$ cat src/rtl/branch_squash_ctrl.sv
// Decode->execute branch hazard stage: gates branch writes and squashes SQUASH_CYCLES wrong-path slots.
// Latency: 1 cycle, all outputs registered, no input-to-output combinational path.
// Backpressure: Stall_In freezes every register; squash slots are counted on advancing cycles only.
module branch_squash_ctrl #(
    parameter int INST_W        = 17,
    parameter int BS_W          = 2,
    parameter int SQUASH_CYCLES = 1,
    parameter int KEEP_BRANCH   = 0
) (
    input  logic              CLK,
    input  logic              RESET,
    input  logic              Stall_In,
    input  logic              Valid_In,
    input  logic [BS_W-1:0]   BS_In,
    input  logic              RW_In,
    input  logic              MW_In,
    input  logic              PS_In,
    input  logic [INST_W-1:0] Inst_In,
    output logic              Valid_O,
    output logic              RW_O,
    output logic              MW_O,
    output logic              PS_O,
    output logic [INST_W-1:0] Inst_O,
    output logic              Flush_O,
    output logic [2:0]        Squash_Cnt_O
);

    typedef struct packed {
        logic              vld;
        logic              rw;
        logic              mw;
        logic              ps;
        logic [INST_W-1:0] inst;
    } slot_t;

    typedef enum logic {
        IDLE   = 1'b0,
        SQUASH = 1'b1
    } state_t;

    localparam logic [2:0] SQ_INIT = 3'(SQUASH_CYCLES);

    generate
        if (SQUASH_CYCLES < 0 || SQUASH_CYCLES > 7) begin : g_bad_squash_cycles
            $error("branch_squash_ctrl: SQUASH_CYCLES must be in 0..7");
        end
    endgenerate

    state_t     state;
    logic [2:0] cnt;
    logic       flush_q;
    slot_t      slot_q;
    slot_t      slot_nxt;
    logic       branch_hit;

    // Slot that will be registered on the next advancing edge.
    always_comb begin
        branch_hit = Valid_In && (BS_In != '0) && (state == IDLE);
        slot_nxt   = '0;
        if (state == IDLE) begin
            if (branch_hit) begin
                if (KEEP_BRANCH != 0) begin
                    slot_nxt.vld  = 1'b1;
                    slot_nxt.inst = Inst_In;
                end
            end else if (Valid_In) begin
                slot_nxt.vld  = 1'b1;
                slot_nxt.rw   = RW_In;
                slot_nxt.mw   = MW_In;
                slot_nxt.ps   = PS_In;
                slot_nxt.inst = Inst_In;
            end
        end
    end

    always_ff @(posedge CLK) begin
        if (RESET) begin
            state   <= IDLE;
            cnt     <= 3'd0;
            flush_q <= 1'b0;
            slot_q  <= '0;
        end else if (!Stall_In) begin
            slot_q <= slot_nxt;
            case (state)
                IDLE: begin
                    if (branch_hit && SQUASH_CYCLES > 0) begin
                        state   <= SQUASH;
                        cnt     <= SQ_INIT;
                        flush_q <= 1'b1;
                    end
                end
                SQUASH: begin
                    // Every advancing cycle burns one wrong-path slot, bubble or not.
                    if (cnt != 3'd0) begin
                        cnt <= cnt - 3'd1;
                    end
                    if (cnt <= 3'd1) begin
                        state   <= IDLE;
                        flush_q <= 1'b0;
                    end
                end
                default: begin
                    state   <= IDLE;
                    cnt     <= 3'd0;
                    flush_q <= 1'b0;
                end
            endcase
        end
    end

    assign Valid_O      = slot_q.vld;
    assign RW_O         = slot_q.rw;
    assign MW_O         = slot_q.mw;
    assign PS_O         = slot_q.ps;
    assign Inst_O       = slot_q.inst;
    assign Flush_O      = flush_q;
    assign Squash_Cnt_O = cnt;

endmodule

$ cat config.mk
export PLATFORM = sky130hd
export DESIGN_NAME = branch_squash_ctrl
export DESIGN_NICKNAME = d
export VERILOG_FILES = /design/src/rtl/branch_squash_ctrl.sv
export SDC_FILE = /design/constraint.sdc
export NUM_CORES = 1
export LEC_CHECK = 0
export BUFFER_PORTS_ARGS = -buffer_cell sky130_fd_sc_hd__buf_4
export CAP_MARGIN = 0
export CORE_MARGIN = 2
export CORE_UTILIZATION = 40
export CTS_BUF_LIST = sky130_fd_sc_hd__clkbuf_2 sky130_fd_sc_hd__clkbuf_4 sky130_fd_sc_hd__clkbuf_8
export DETAILED_ROUTE_END_ITERATION = 8
export PLACE_DENSITY = 0.73
export SYNTH_ARGS = -nofsm -noshare
export SYNTH_HDL_FRONTEND = slang
export SYNTH_SLANG_ARGS = --single-unit
$ cat constraint.sdc
create_clock -name CLK -period 1.4 [get_ports CLK]
set_clock_uncertainty 0.05 [all_clocks]
set_input_delay 0.28 -clock CLK [delete_from_list [all_inputs] [get_ports CLK]]
set_output_delay 0.28 -clock CLK [all_outputs]
set_load 0.05 [all_outputs]
## Word level (Yosys, flattened, before mapping)

Cells that the tools add are included.

- Bitwise logic cells: 2
- Reductions and logical operators: 6
- $add $sub $neg: 1
- Order comparisons: 1
- Equality and inequality tests: 3
- Muxes and demuxes: 12

Operators with widths:

| operator | count |
|---|---|
| $mux 21 | 3 |
| $mux 3 | 2 |
| $pmux 3 s2 | 1 |
| $reduce_and 3->1 | 2 |
| $mux 1 | 4 |
| $ne 2x1->1 const B | 2 |
| $pmux 1 s2 | 2 |
| $le 3x1->1 const B | 1 |
| $reduce_bool 3->1 | 1 |
| $sub 3x1->3 const B | 1 |
| $logic_and 1x1->1 | 2 |
| $ne 2x2->1 const B | 1 |
| $not 1->1 | 2 |
| $reduce_bool 2->1 | 1 |

- Input bits: 26
- Word-level logic and storage cells: 33
- Flip-flop bits (word level): 26
- Output and inout port bits: 25

## Logic depth before layout (Yosys ltp)

- Depth after elaboration: 5
- Gate-level depth with buffers: 6

## Worst setup path after synthesis

OpenSTA, ideal clock, no wires.

- Path kind: register to register
- From: reg cnt[0] (netlist: Squash_Cnt_O[0])
- To: reg cnt[1] (netlist: Squash_Cnt_O[1])
- Data arrival time: 1661 ps
- Path slack: -448 ps
- Cell stages (with the launch flop): 7
- Buffers on the path: 0
- Data required time: 1213 ps
- Cells stage by stage: dfxtp_1 inv_1 ha_1 nand2b_1 mux2_2 a22oi_1 nor2_1

- Word-level cells in the longest chain between the ends: 3
- Elaborated cells on any way between the ends: 6
- Classes of those cells: add/sub: 1; eq/ne: 1; mux: 2; reduce/logical: 2

Ends and longest elaborated chain:

| item | line | RTL |
|---|---|---|
| start, declared | 50 | `logic [2:0] cnt;` |
| start signal, assigned | 95 | `cnt <= cnt - 3'd1;` |
| $sub 3x1->3 or $reduce_bool 3->1 (tied branches) | 95, 94 |  |
| $mux 3 or $ne 2x1->1 (tied branches) | - |  |
| $pmux 3 s2 or $reduce_and 3->1 (tied branches) | - |  |

Parallel ways exist; a longest one is shown, timed or not. The select of a mux whose other input is x is not followed.
A chain may end at the register's enable or synchronous reset.

## Final worst setup path

- From: reg state
- To: reg slot_q, in the netlist Valid_O

- Word-level cells in the longest chain between the ends: 4

Ends and longest elaborated chain:

| item | line | RTL |
|---|---|---|
| start, declared | 49 | `state_t state;` |
| start signal, assigned | 78 | `state <= IDLE;` |
| start signal, assigned | 87 | `state <= SQUASH;` |
| start signal, assigned | 98 | `state <= IDLE;` |
| $not 1->1 | - |  |
| $logic_and 1x1->1 | 58 | `branch_hit = Valid_In && (BS_In != '0) && (state == IDLE);` |
| $mux 21 | 61 | `if (branch_hit) begin` |
| $mux 21 * | 60 | `if (state == IDLE) begin` |
| end signal, assigned | 83 | `slot_q <= slot_nxt;` |
| end, declared | 52 | `slot_t slot_q;` |

Mark *: on every way between the ends. The rest lies on a longest branch, timed or not.

==> results.md <==
* CTS buffer count at 3
* Worst setup margin at around 8.1 ps
* Core Region at approximately 2700 um^2
* Worst r2r dst: Valid_O
* Combinational share of power at 0.179
* Vias in the first global route at 936
* I/O Buffers at 50
* Die width at 56.6 um
* Starting Density at 0.412
* Count of final hold-check violations at 0
* Max Cap Viol at 0
* Initial antenna violation count at 0
* Area growth, synth to finish at 44.2%
* CTS Sinks at 26
* Worst reg-to-reg path cell count at 5
* Rel. slew slack at 0.790
* Critical-path cell list: or3b_4 -> nor3_4 -> buf_4 -> a21oi_1 -> nor2_1
* CP bufs+invs at 1
* Critical Path Max Stage Delay at a little over 400 ps
* Post-synthesis cell area at 1110 um^2
* DIE AREA at 3210 um^2
* Pwr Density at 975 nW/um^2
* Critical Path Sink: Valid_O
* P_int at around 1.2 mW
* Tmin final at 1390 ps
* Yosys reg bits at 26
* Net load switching power at about 380 uW
* Syn Inst Count at ~110
* R2R Path Start: state
* Drt via density at around 5.0
* DR WL/cell at between 10 and 15 um
* Max clock buf depth at 2
* DP HPWL at ~1800 um
* Area after DPL at roughly 1500 um^2
* Stages on the worst setup path at 5
* RSZ-0062 raised after global routing: true
* Worst-path clk slew at roughly 140 ps
* Layout cells sized above 1 at 0.566
* DIE HEIGHT at 56.6 um
* Max VDD drop at 0.638 mV
* Fin area at ~1600 um^2
* Fin util at 0.594
* TritonCTS clock tree: built
* Seq pwr share at 0.497
* Drt initial violations at 12
* YS warnings at 0
* Avg Cell Area, Syn at roughly 10 um^2
* Clk_lat worst skew at 310 ps
* Root buf cell: clkbuf_4
* # fillers at 236
* FP Rows at 19
* Final cell count without fillers at between 150 and 200
* Max Freq at 718 MHz
* Vias at 949
* Largest net degree at the start of global routing at 27
* Status: completed
* Unique cell type count in the Yosys netlist at 25
* Antenna Diode Count at 0
* Final setup fails at 0
* Clock power share at 0.325
* Register area share after synthesis at 0.470
* Fin. max-slew vios at 0
* Sw Ratio at 0.247
* Total Wirelength at 2410 um
* Inst Count DP at 186
* I/O pin count at 51
* # nets final at 189
* CP startpoint: state
* Slowest CP cell: or3b_4
* Worst hold path class: primary input to register
* Total nets after synthesis at 137
* Worst path top cell family by delay: simple AND/OR/NAND/NOR gates
* CP Max Fanout at 9
* Drt drc at 0
* Period utilization at 0.994
* R2r setup slk at ~8 ps
* Gp weighted congestion at between 0.7 and 0.8
* CP Capture Type: register
* H-Tree Level Count at 1
* DP Worst Slack at -45.5 ps
* Tot GR Track Use at 0.160
* Least-Margin Pin Slew at 315 ps
* GR Overflow Total at 0
* CP Class: register to register
* Pre-antenna DRT Iters at 4
* Worst Path Arrival at 1600 ps
* Post-route ant nets at 0
* Pleak at 0.676 nW
* Critical path data required time at between 1500 and 2000 ps
* Worst setup SP type: register
* First-pass GRT wire length at 4160 um
power groups by stage:
stage	combinational, mW	sequential, mW	clock (mW)
after floorplan	0.118	0.844	0
after global placement	0.272	0.788	0
after detailed placement	0.278	0.789	0
after CTS	0.278	0.773	0.518
after global routing	0.302	0.777	0.550
final	0.278	0.773	0.505
cell usage in the layout (no fill, tap or decap), drive strengths merged:
cell type  synthesis  final
nand2b             1      1
mux2               1      1
buf                6     55
a221oi             1      1
or3b               1      1
mux2i              1      1
nor2              29     29
o21ai              3      3
o22ai              1      1
dfxtp             26     26
ha                 3      3
clkbuf             2      3
o21bai             1      1
a22oi             21     21
nor3               2      2
and2b              1      1
a21oi              3      3
bufinv             0      1
inv                3      3
nand3b             1      1
o21a               1      1
worst min path at each step:
stage | cells after the start | slack [ps] | start | endpoint
5_1_grt | 3 | 110 | Inst_In[12] | Inst_O[12]
3_5_place_dp | 2 | 440 | Valid_O | Valid_O
4_1_cts | 3 | 120 | Inst_In[12] | Inst_O[12]
3_3_place_gp | 2 | 430 | Valid_O | Valid_O
6_report | 3 | 120 | Inst_In[12] | Inst_O[12]
2_1_floorplan | 2 | 360 | Inst_In[0] | Inst_O[0]
worst register-to-register path, delay by kind of cell (launching register included):
family | cells | cell delay [ps]
and+or+nand+nor | 3 | 660
AOI/OAI and AO/OA | 1 | 70
buffers and inverters | 1 | 230
DFF | 1 | 330
kinds of logic after synthesis:
family	count (synthesis)	share of synthesized area
AOI/OAI and AO/OA	31	0.242
DFF	26	0.470
adders and majority gates	3	0.0339
muxes	2	0.0192
and+or+nand+nor	35	0.170
buffers and inverters	11	0.0655
Yosys cell counts:
master,number,share of area
a21oi_1,3,0.014
a221oi_1,1,0.0079
a22oi_1,11,0.075
a22oi_2,10,0.11
and2b_1,1,0.0068
buf_1,1,0.0034
buf_2,1,0.0045
buf_6,4,0.041
clkbuf_1,2,0.0068
dfxtp_1,26,0.47
ha_1,3,0.034
inv_1,3,0.010
mux2_2,1,0.010
mux2i_1,1,0.0090
nand2b_1,1,0.0057
nand3b_1,1,0.0068
nor2_1,19,0.064
nor2_2,10,0.056
nor3_1,1,0.0045
nor3_4,1,0.015
o21a_1,1,0.0068
o21ai_0,3,0.014
o21bai_1,1,0.0068
o22ai_1,1,0.0057
or3b_4,1,0.010
metrics by stage:
| stage | hold slack, ps | power, mW | setup TNS, ps |
|---|---|---|---|
| 2_1_floorplan | 358 | 0.962 | -1.30 |
| 3_3_place_gp | 426 | 1.06 | 0 |
| 3_5_place_dp | 435 | 1.07 | -288 |
| 4_1_cts | 116 | 1.57 | 0 |
| 5_1_grt | 110 | 1.63 | -195 |
| 6_report | 122 | 1.56 | 0 |
registers in the layout, indices dropped and copies added (netlist names):
register and count:
Squash_Cnt_O 3, Inst_O 17, PS_O 1, state 1, MW_O 1, RW_O 1, Valid_O 1, Flush_O 1
repair_timing:
item | in CTS | in global routing
buffers inserted | 0 | 0
setup endpoints to repair | 0 | 14
gates resized for setup | 0 | 3
hold buffers | 0 | 0
cell type report:
type / instances / area [um^2] / share of cell area
multi-input cells: 71 / 543 / 0.340
repair buffers: 55 / 417 / 0.261
clock inverters: 1 / 30.0 / 0.0188
clock buffers: 3 / 22.5 / 0.0141
well taps: 31 / 38.8 / 0.0243
flip-flops and latches: 26 / 529 / 0.332
inverters: 3 / 16.3 / 0.0102
layer usage:
metal	global-route usage	vias to the layer above	routed length, um
met3	0.0415	0	213
li1	-	479	-
met5	0	-	0
met2	0.257	37	1140
met4	0.0510	0	0
met1	0.209	433	1060
Note: power is estimated with default switching activity, not from simulation.
